==> src/rtl/b16_dot_sequencer_pkg.sv <==
// Shared definitions for the bfloat16 dot-product sequencer and its MAC.
package b16_dot_sequencer_pkg;
  localparam int unsigned BF16_W        = 16;
  localparam int unsigned MAC_DRAIN_CYC = 3;

  localparam logic [BF16_W-1:0] BF16_ZERO = 16'h0000;
  localparam logic [BF16_W-1:0] BF16_ONE  = 16'h3F80;

  typedef enum logic [2:0] {
    S_IDLE,
    S_CLEAR,
    S_ISSUE,
    S_DRAIN,
    S_DONE
  } state_t;
endpackage

==> src/rtl/b16_dot_sequencer_if.sv <==
// MAC-side bus: accumulator clear, operand issue and result return.
interface b16_dot_sequencer_if;
  import b16_dot_sequencer_pkg::*;

  logic              mac_clr;
  logic              mac_valid;
  logic [BF16_W-1:0] mac_oprA;
  logic [BF16_W-1:0] mac_oprB;
  logic [BF16_W-1:0] mac_result;

  modport master (
    output mac_clr, mac_valid, mac_oprA, mac_oprB,
    input  mac_result
  );

  modport slave (
    input  mac_clr, mac_valid, mac_oprA, mac_oprB,
    output mac_result
  );
endinterface

==> src/rtl/b16_dot_sequencer_vec_regfile.sv <==
// DEPTH x bfloat16 operand store: one synchronous write port, one combinational read port.
module b16_vec_regfile
  import b16_dot_sequencer_pkg::*;
#(
  parameter int unsigned DEPTH  = 16,
  parameter int unsigned ADDR_W = 4
) (
  input  logic              clk,
  input  logic              we,
  input  logic [ADDR_W-1:0] waddr,
  input  logic [BF16_W-1:0] wdata,
  input  logic [ADDR_W-1:0] raddr,
  output logic [BF16_W-1:0] rdata
);
  logic [BF16_W-1:0] mem [DEPTH];

  always_ff @(posedge clk) begin
    if (we) mem[waddr] <= wdata;
  end

  assign rdata = mem[raddr];
endmodule

==> src/rtl/b16_dot_sequencer.sv <==
// Dot-product initiator: clears the MAC, streams len operand pairs, waits out the
// MAC pipeline and captures the accumulated result.
module b16_dot_sequencer
  import b16_dot_sequencer_pkg::*;
#(
  parameter int unsigned DEPTH     = 16,
  parameter int unsigned ADDR_W    = 4,
  parameter int unsigned DRAIN_CYC = MAC_DRAIN_CYC
) (
  input  logic                       clk,
  input  logic                       rst,
  input  logic                       wr_en,
  input  logic                       wr_sel,
  input  logic [ADDR_W-1:0]          wr_addr,
  input  logic [BF16_W-1:0]          wr_data,
  input  logic                       start,
  input  logic [ADDR_W:0]            len,
  output logic                       busy,
  output logic                       done,
  output logic [BF16_W-1:0]          dot_result,
  b16_dot_sequencer_if.master        mac
);
  localparam int unsigned CNT_W = $clog2(DRAIN_CYC + 1);
  localparam logic [ADDR_W:0] LEN_MAX = (ADDR_W + 1)'(DEPTH);

  state_t            state;
  logic [ADDR_W:0]   idx;
  logic [ADDR_W:0]   len_q;
  logic [ADDR_W:0]   len_eff;
  logic [CNT_W-1:0]  drain_cnt;
  logic              wr_ok;
  logic [BF16_W-1:0] rd_a;
  logic [BF16_W-1:0] rd_b;

  assign wr_ok   = wr_en && (state == S_IDLE) && !start;
  assign len_eff = (len > LEN_MAX) ? LEN_MAX : len;

  b16_vec_regfile #(.DEPTH(DEPTH), .ADDR_W(ADDR_W)) u_vec_a (
    .clk   (clk),
    .we    (wr_ok && !wr_sel),
    .waddr (wr_addr),
    .wdata (wr_data),
    .raddr (idx[ADDR_W-1:0]),
    .rdata (rd_a)
  );

  b16_vec_regfile #(.DEPTH(DEPTH), .ADDR_W(ADDR_W)) u_vec_b (
    .clk   (clk),
    .we    (wr_ok && wr_sel),
    .waddr (wr_addr),
    .wdata (wr_data),
    .raddr (idx[ADDR_W-1:0]),
    .rdata (rd_b)
  );

  // idx always points at the next pair to present, so the pair is registered
  // onto the bus on the same edge idx advances past it.
  always_ff @(posedge clk) begin
    if (rst) begin
      state          <= S_IDLE;
      idx            <= '0;
      len_q          <= '0;
      drain_cnt      <= '0;
      busy           <= 1'b0;
      done           <= 1'b0;
      dot_result     <= BF16_ZERO;
      mac.mac_clr    <= 1'b0;
      mac.mac_valid  <= 1'b0;
      mac.mac_oprA   <= BF16_ZERO;
      mac.mac_oprB   <= BF16_ZERO;
    end else begin
      done        <= 1'b0;
      mac.mac_clr <= 1'b0;
      case (state)
        S_IDLE: begin
          if (start) begin
            state       <= S_CLEAR;
            len_q       <= len_eff;
            idx         <= '0;
            busy        <= 1'b1;
            mac.mac_clr <= 1'b1;
          end
        end
        S_CLEAR: begin
          if (len_q != '0) begin
            state         <= S_ISSUE;
            mac.mac_valid <= 1'b1;
            mac.mac_oprA  <= rd_a;
            mac.mac_oprB  <= rd_b;
            idx           <= idx + 1'b1;
          end else begin
            state     <= S_DRAIN;
            drain_cnt <= CNT_W'(DRAIN_CYC);
          end
        end
        S_ISSUE: begin
          if (idx == len_q) begin
            state         <= S_DRAIN;
            mac.mac_valid <= 1'b0;
            drain_cnt     <= CNT_W'(DRAIN_CYC);
          end else begin
            mac.mac_oprA <= rd_a;
            mac.mac_oprB <= rd_b;
            idx          <= idx + 1'b1;
          end
        end
        S_DRAIN: begin
          if (drain_cnt <= CNT_W'(1)) begin
            state      <= S_DONE;
            dot_result <= mac.mac_result;
            done       <= 1'b1;
            busy       <= 1'b0;
          end else begin
            drain_cnt <= drain_cnt - 1'b1;
          end
        end
        S_DONE:  state <= S_IDLE;
        default: state <= S_IDLE;
      endcase
    end
  end
endmodule

==> src/flat_wrapper.sv <==
// flat-port wrapper written by rule: the top's interface ports become plain ports
module b16_dot_sequencer_flat import b16_dot_sequencer_pkg::*;
#(
  parameter int unsigned DEPTH     = 16,
  parameter int unsigned ADDR_W    = 4,
  parameter int unsigned DRAIN_CYC = MAC_DRAIN_CYC
)
  (clk, rst, wr_en, wr_sel, wr_addr, wr_data, start, len, busy, done, dot_result, mac_mac_clr, mac_mac_valid, mac_mac_oprA, mac_mac_oprB, mac_mac_result);
  b16_dot_sequencer_if mac_i ();
  input  logic clk;
  input  logic rst;
  input  logic wr_en;
  input  logic wr_sel;
  input  logic [ADDR_W-1:0] wr_addr;
  input  logic [BF16_W-1:0] wr_data;
  input  logic start;
  input  logic [ADDR_W:0] len;
  output logic busy;
  output logic done;
  output logic [BF16_W-1:0] dot_result;
  output wire logic [$bits(mac_i.mac_clr)-1:0] mac_mac_clr;
  output wire logic [$bits(mac_i.mac_valid)-1:0] mac_mac_valid;
  output wire logic [$bits(mac_i.mac_oprA)-1:0] mac_mac_oprA;
  output wire logic [$bits(mac_i.mac_oprB)-1:0] mac_mac_oprB;
  input wire logic [$bits(mac_i.mac_result)-1:0] mac_mac_result;
  assign mac_mac_clr = mac_i.mac_clr;
  assign mac_mac_valid = mac_i.mac_valid;
  assign mac_mac_oprA = mac_i.mac_oprA;
  assign mac_mac_oprB = mac_i.mac_oprB;
  assign mac_i.mac_result = mac_mac_result;
  b16_dot_sequencer #(.DEPTH(DEPTH), .ADDR_W(ADDR_W), .DRAIN_CYC(DRAIN_CYC)) u_core (.clk(clk), .rst(rst), .wr_en(wr_en), .wr_sel(wr_sel), .wr_addr(wr_addr), .wr_data(wr_data), .start(start), .len(len), .busy(busy), .done(done), .dot_result(dot_result), .mac(mac_i));
endmodule
==> config.mk <==
export PLATFORM = sky130hd
export DESIGN_NAME = b16_dot_sequencer_flat
export DESIGN_NICKNAME = d
export VERILOG_FILES = /design/src/rtl/b16_dot_sequencer_pkg.sv /design/src/rtl/b16_dot_sequencer_if.sv /design/src/rtl/b16_dot_sequencer_vec_regfile.sv /design/src/rtl/b16_dot_sequencer.sv /design/src/flat_wrapper.sv
export SDC_FILE = /design/constraint.sdc
export NUM_CORES = 1
export LEC_CHECK = 0
export CAP_MARGIN = 25
export CORE_UTILIZATION = 60
export CTS_BUF_LIST = sky130_fd_sc_hd__clkbuf_4 sky130_fd_sc_hd__clkbuf_8
export CTS_CLUSTER_SIZE = 16
export DETAILED_ROUTE_END_ITERATION = 8
export PLACE_DENSITY = 0.79
export SLEW_MARGIN = 20
export SYNTH_ARGS = -nofsm -noshare
export SYNTH_HDL_FRONTEND = slang
export SYNTH_SLANG_ARGS = --single-unit
==> constraint.sdc <==
create_clock -name clk -period 4.5 [get_ports clk]
set_clock_uncertainty 0.15 [all_clocks]
set_input_delay 0.45 -clock clk [delete_from_list [all_inputs] [get_ports clk]]
set_output_delay 0.45 -clock clk [all_outputs]
set_load 0.02 [all_outputs]
==> results of run 1 <==
[metal layers]
| layer | GRT usage | part of all wire | wire, µm |
|---|---|---|---|
| met1 | 0.3634 | 0.41 | 18440 |
| met5 | 0 | 0.00029 | 13 |
| met3 | 0.04759 | 0.091 | 4125 |
| met2 | 0.3892 | 0.48 | 21920 |
| met4 | 0.09215 | 0.020 | 892 |
[worst max-delay path, stage by stage (launching register included)]
cell,delay (ns)
dfxtp_1,0.39
nor2_1,0.34
nand3_1,0.40
nor2_1,0.27
nand2_1,0.16
nor2_1,0.46
buf_4,0.31
[worst min-delay path by stage]
stage / slack [ns] / from / endpoint / cells after the start
after floorplan: 0.29 / u_core.drain_cnt[0] / u_core.drain_cnt[0] / 1
after global placement: 0.29 / u_core.dot_result[3] / u_core.dot_result[3] / 2
after detailed placement: 0.30 / u_core.dot_result[3] / u_core.dot_result[3] / 2
after CTS: 0.17 / mac_mac_result[1] / u_core.dot_result[1] / 3
after global routing: 0.21 / mac_mac_result[8] / u_core.dot_result[8] / 3
final: 0.22 / mac_mac_result[1] / u_core.dot_result[1] / 3
[power groups by stage]
| stage | clock network (mW) | logic (mW) | registers, mW |
|---|---|---|---|
| 6_report | 4.15 | 1.62 | 6.16 |
| 5_1_grt | 4.46 | 1.74 | 6.18 |
| 4_1_cts | 4.22 | 1.64 | 6.16 |
| 3_5_place_dp | 0 | 1.63 | 6.28 |
| 3_3_place_gp | 0 | 1.59 | 6.27 |
| 2_1_floorplan | 0 | 1.12 | 6.26 |
[flip-flops by register name, summed over array words and instances, names as in the netlist, 2 cells and up, named ones only]
name / cells
u_core.drain_cnt: 2
u_core.mac.mac_oprB: 16
u_core.len_q: 5
u_core.u_vec_b.mem: 256
u_core.dot_result: 16
u_core.mac.mac_oprA: 16
u_core.state: 3
u_core.idx: 5
u_core.u_vec_a.mem: 256
[placed cells by master (no fill, tap or decap), types with 32 or more instances in the layout]
master / n
edfxtp_1: 512
a22o_1: 32
a22oi_1: 64
nor2_1: 40
buf_4: 50
mux4_2: 128
clkbuf_8: 90
dfxtp_1: 69
clkdlybuf4s50_1: 95
nand2_1: 77
[cell families (layout without fill, tap and decap cells)]
logic type / count (synthesis) / after routing / share of synthesized area
xor gates and xnor gates: 6 / 6 / 0.002391
other: 0 / 1 / 0
adders and majority gates: 2 / 2 / 0.001139
DFF: 583 / 583 / 0.7643
muxes: 128 / 128 / 0.1312
buffers and inverters: 68 / 313 / 0.01475
AOI/OAI and AO/OA: 147 / 147 / 0.05085
and+or+nand+nor: 171 / 171 / 0.03536
[cell type report]
cell class	instances	area, µm²	area share
Timing Repair Buffer	156	1511	0.05928
Inverter	3	11.26	0.0004417
Sequential cell	583	16800	0.6591
Tap cell	461	576.8	0.02262
Multi-Input combinational cell	454	4902	0.1923
Clock buffer	118	1449	0.05683
Antenna cell	1	2.502	0.00009815
Clock inverter	36	239.0	0.009373
[per-stage QoR]
stage,worst slack [ns],util,area [µm²]
4_1_cts,1.708,0.7117,25500
3_5_place_dp,1.507,0.6646,23810
6_report,1.687,0.7116,25500
3_3_place_gp,1.628,0.6615,23700
5_1_grt,1.509,0.7115,25490
2_1_floorplan,1.517,-,21970
==> reports/qor.csv, run 1 <==
metric;value;unit
vdd_ir_drop_max;280.4;µV
dieHeight;193.4;µm
status;finished with violations;
hold_ws;0.2156;ns
fin_nets;1332;
crit_type;register to register;
max_freq;0.3556;GHz
p_comb_frac;0.136;
finalCritPeriodShare;0.6250;
power_switching;2.846;mW
clkSinkCount;583;
postCtsHoldBufs;0;
share_seq_of_total_power;0.516;
pwr-share-clk;0.348;
period_minus_slack;2.813;ns
slew_violations;0;
clock_path_buffers;3;
place_hpwl;27.12;mm
fin_cells;1812;
ff2ff_path_depth;6;
first_pass_iters;8;
postRouteAntennaNets;0;
syn_nets;1153;
yosysSeqAreaShare;0.7643;
dieArea;37390;µm²
startpoint;u_core.state[2];
synth-seq-cells;583;
antenna_found_initial;2;
cap_viol_max_count;0;
clockRootBuffer;clkbuf_8;
postSynth.asyncResetShare;0;
worst_pin_slew;1.016;ns
syn_area;21970;µm²
avgViaCountPerCell;6.306;
grt_overflow_total;0;
finalHoldViolCount;0;
grt_pass1_wl;69.06;mm
io_buffer_count;97;
switching_share;0.2384;
r2r-end;u_core.u_vec_b.mem[2][5];
postCtsSetupRepairBufs;0;
finalPower;11.94;mW
setup_viol;0;
placed_cells;1657;
path_max_fanout;11;
synthDominantCellAreaShare;0.6997;
synth.top_cells.by_count;edfxtp_1 (512), mux4_2 (128), nand2_1 (77);
num_rows;69;
reg2reg_slack;1.69;ns
arrival;2.97;ns
tns;0;ns
chipWidth;193.4;µm
grt_max_degree;53;
initial_core_util;0.6133;
hold_class;primary input to register;
cp-start-kind;register;
power.density;468.3;nW/µm²
failed_checks;DRC;
layout-drive-gt1-share;0.2533;
io_pins;98;
p_int;9.092;mW
critPathCaptureType;register;
synthFlopType;edfxtp_1;
cts_buffers;86;
wire_per_inst;25.05;µm
area_growth;16.02;%
cts_tree;done;
wl;45.39;mm
post_cts_resized;0;
yosys.area.top_type;edfxtp_1;
drcViolationCount;20;
ys_types;40;
synthesis.instances;1105;
max_slew_margin;0.3210;
cp-endpoint;u_core.u_vec_b.mem[2][5];
ys_warn_count;0;
n_fill_cell;2066;
syn_area_per_cell;19.89;µm²
synth_edf_count;512;
p_leak;8.083;nW
worstSkewPairLatency;0.63;ns
clk_pin_slew;0.06;ns
synth.most_common_cell;edfxtp_1;
rsz0062_at_grt;no;
grt_pass1_vias;11417;
coreArea;35830;µm²
cp.required;4.65;ns
grt_util_all_layers;0.2512;
vias;11427;
yosys-top-cells-area;edfxtp_1 (70%), mux4_2 (13%), dfxtp_1 (6.5%), a22oi_1 (2.2%), nand2_1 (1.3%);
place_congestion;0.8000;
drt-initial-drc-count;1292;
timing.rr.start;u_core.state[2];
htreeDepth;3;
Power figures use the tool's default switching activity.
==> inputs of run 2 (changes only) <==
--- a/config.mk
+++ b/config.mk
@@ -6,11 +6,11 @@
 export NUM_CORES = 1
 export LEC_CHECK = 0
 export CAP_MARGIN = 25
-export CORE_UTILIZATION = 60
+export CORE_UTILIZATION = 56
 export CTS_BUF_LIST = sky130_fd_sc_hd__clkbuf_4 sky130_fd_sc_hd__clkbuf_8
 export CTS_CLUSTER_SIZE = 16
 export DETAILED_ROUTE_END_ITERATION = 8
-export PLACE_DENSITY = 0.79
+export PLACE_DENSITY = 0.78
 export SLEW_MARGIN = 20
 export SYNTH_ARGS = -nofsm -noshare
 export SYNTH_HDL_FRONTEND = slang
==> constraint.sdc (replaced) <==
create_clock -name clk -period 2.25 [get_ports clk]
set_clock_uncertainty 0.15 [all_clocks]
set_input_delay 0.225 -clock clk [delete_from_list [all_inputs] [get_ports clk]]
set_output_delay 0.225 -clock clk [all_outputs]
set_load 0.02 [all_outputs]
==> reports/qor.csv, run 2 (synthesis results as in run 1) <==
metric;value;unit
worst_pin_slew;0.9696;ns
wl;49.38;mm
reg_top3;u_core.u_vec_a.mem (256), u_core.u_vec_b.mem (256);
setup_viol;0;
worstSkewPairLatency;0.64;ns
cp-start-kind;register;
vdd_ir_drop_max;740.1;µV
p_comb_frac;0.163;
io_buffer_count;97;
share_seq_of_total_power;0.489;
drt-initial-drc-count;966;
crit_chain;buf_12 -> buf_12 -> mux4_2 -> a22oi_1 -> buf_4 -> nand2_1 -> a22o_1;
clockRootBuffer;clkbuf_8;
grt_max_degree;49;
grt_util_all_layers;0.2551;
dieArea;40040;µm²
coreArea;38650;µm²
vias;11807;
path_max_fanout;11;
place_congestion;0.8295;
power_switching;6.133;mW
cap_viol_max_count;0;
tns;0;ns
min_from;mac_mac_result[12];
fin_nets;1424;
final_common_cell;edfxtp_1;
reg2reg_slack;0.03;ns
switching_share;0.2462;
whs_path_depth;3;
arrival;2.59;ns
finalCritPeriodShare;0.9885;
cts_tree;done;
pwr-share-clk;0.348;
hold_ws;0.03350;ns
p_int;18.78;mW
wire_per_inst;25.09;µm
num_rows;72;
initial_core_util;0.5686;
hold_end;u_core.dot_result[12];
critPathCaptureType;register;
drcViolationCount;0;
slew_violations;0;
dieHeight;200.1;µm
crit_slowest_cell;mux4_2;
final_area;26950;µm²
clk_pin_slew;0.06;ns
cpMostUsedCell;buf_12;
grt_pass1_wl;72.81;mm
grt_overflow_total;0;
rsz0062_at_grt;yes;
postRouteAntennaNets;0;
period_minus_slack;2.224;ns
placed_cell_area;24920;µm²
r2r-end;u_core.mac.mac_oprB[3];
cp_slowest_stage_delay;0.50;ns
power.density;924.3;nW/µm²
ff2ff_path_depth;7;
final_cell_mix;edfxtp_1 (512), mux4_2 (128), clkbuf_8 (101);
p_leak;8.664;nW
finalHoldViolCount;0;
antenna_found_initial;1;
max_freq;0.4496;GHz
clock_path_buffers;3;
place_hpwl;30.50;mm
avgViaCountPerCell;5.999;
crit_type;register to register;
cpLargestDelayFamily;buffers and inverters;
critPathBufInv;3;
clkSinkCount;583;
htreeDepth;3;
n_fill_cell;2264;
max_slew_margin;0.3536;
cts_buffers;90;
grt_pass1_vias;12055;
chipWidth;200.1;µm
first_pass_iters;5;
area_growth;22.64;%
hold_class;primary input to register;
status;finished clean;
layout-drive-gt1-share;0.3099;
cp.required;2.62;ns
io_pins;98;
-- run 2: metrics by stage --
step,power (mW),setup WS [ns],cells,utilization
floorplan,14.78,-0.1084,1105,-
global placement,16.29,-0.2343,1785,0.6447
detailed placement,16.38,-0.2818,1785,0.6447
CTS,25.06,-0.006764,1967,0.6963
global route,25.78,-0.02329,1967,0.6973
finish,24.91,0.02590,1968,0.6973
-- run 2: worst max path at each step --
stage | start | endpoint | slack, ns | depth (start not counted)
finish | register | u_core.mac.mac_oprB[3] | 0.03 | 7
global route | register | u_core.mac.mac_oprA[2] | -0.02 | 6
CTS | u_core.state[0] | u_core.u_vec_a.mem[1][10] | -0.007 | 6
detailed placement | start | u_core.mac.mac_oprB[6] | -0.28 | 6
global placement | start | u_core.mac.mac_oprB[9] | -0.23 | 6
floorplan | u_core.state[1] | u_core.u_vec_a.mem[15][0] | -0.11 | 7
-- run 2: power groups by stage --
stage          registers, mW  logic, mW  clock network, mW
2_1_floorplan           12.5       2.26                  0
3_3_place_gp            12.4       3.90                  0
3_5_place_dp            12.4       3.99                  0
4_1_cts                 12.2       4.06               8.82
5_1_grt                 12.2       4.32               9.25
6_report                12.2       4.07               8.66
-- run 2: repair_timing --
item / CTS / global route
pin swaps: 1 / 1
hold buffers: 14 / 0
resized for setup: 4 / 7
endpoints found under the setup margin: 347 / 315
buffers inserted: 3 / 0
hold endpoints to repair: 14 / 0
-- run 2: worst reg2reg max path, delay by kind of cell (launching register included) --
kind | cells | cell delay (ns)
buffers and inverters | 3 | 0.51
multiplexers | 1 | 0.50
AO/OA/AOI/OAI | 2 | 0.50
flip-flops | 1 | 0.42
AND/OR/NAND/NOR | 1 | 0.04
-- run 2: layer usage --
| layer | global-route usage | up-vias | share of wire |
|---|---|---|---|
| li1 | - | 5097 | - |
| met1 | 0.3477 | 6061 | 0.39 |
| met2 | 0.4218 | 567 | 0.51 |
| met3 | 0.04788 | 82 | 0.075 |
| met4 | 0.08114 | 0 | 0.025 |
| met5 | 0 | - | 0 |
-- run 2: cell type report --
type	instances	area, µm²	area share
clock inverters	44	259.0	0.009610
inverters	3	11.26	0.0004178
repair buffers	244	2638	0.09787
multi-input cells	454	5047	0.1873
well taps	518	648.1	0.02405
diodes	1	2.502	0.00009285
clock buffers	121	1540	0.05715
flip-flops and latches	583	16800	0.6235
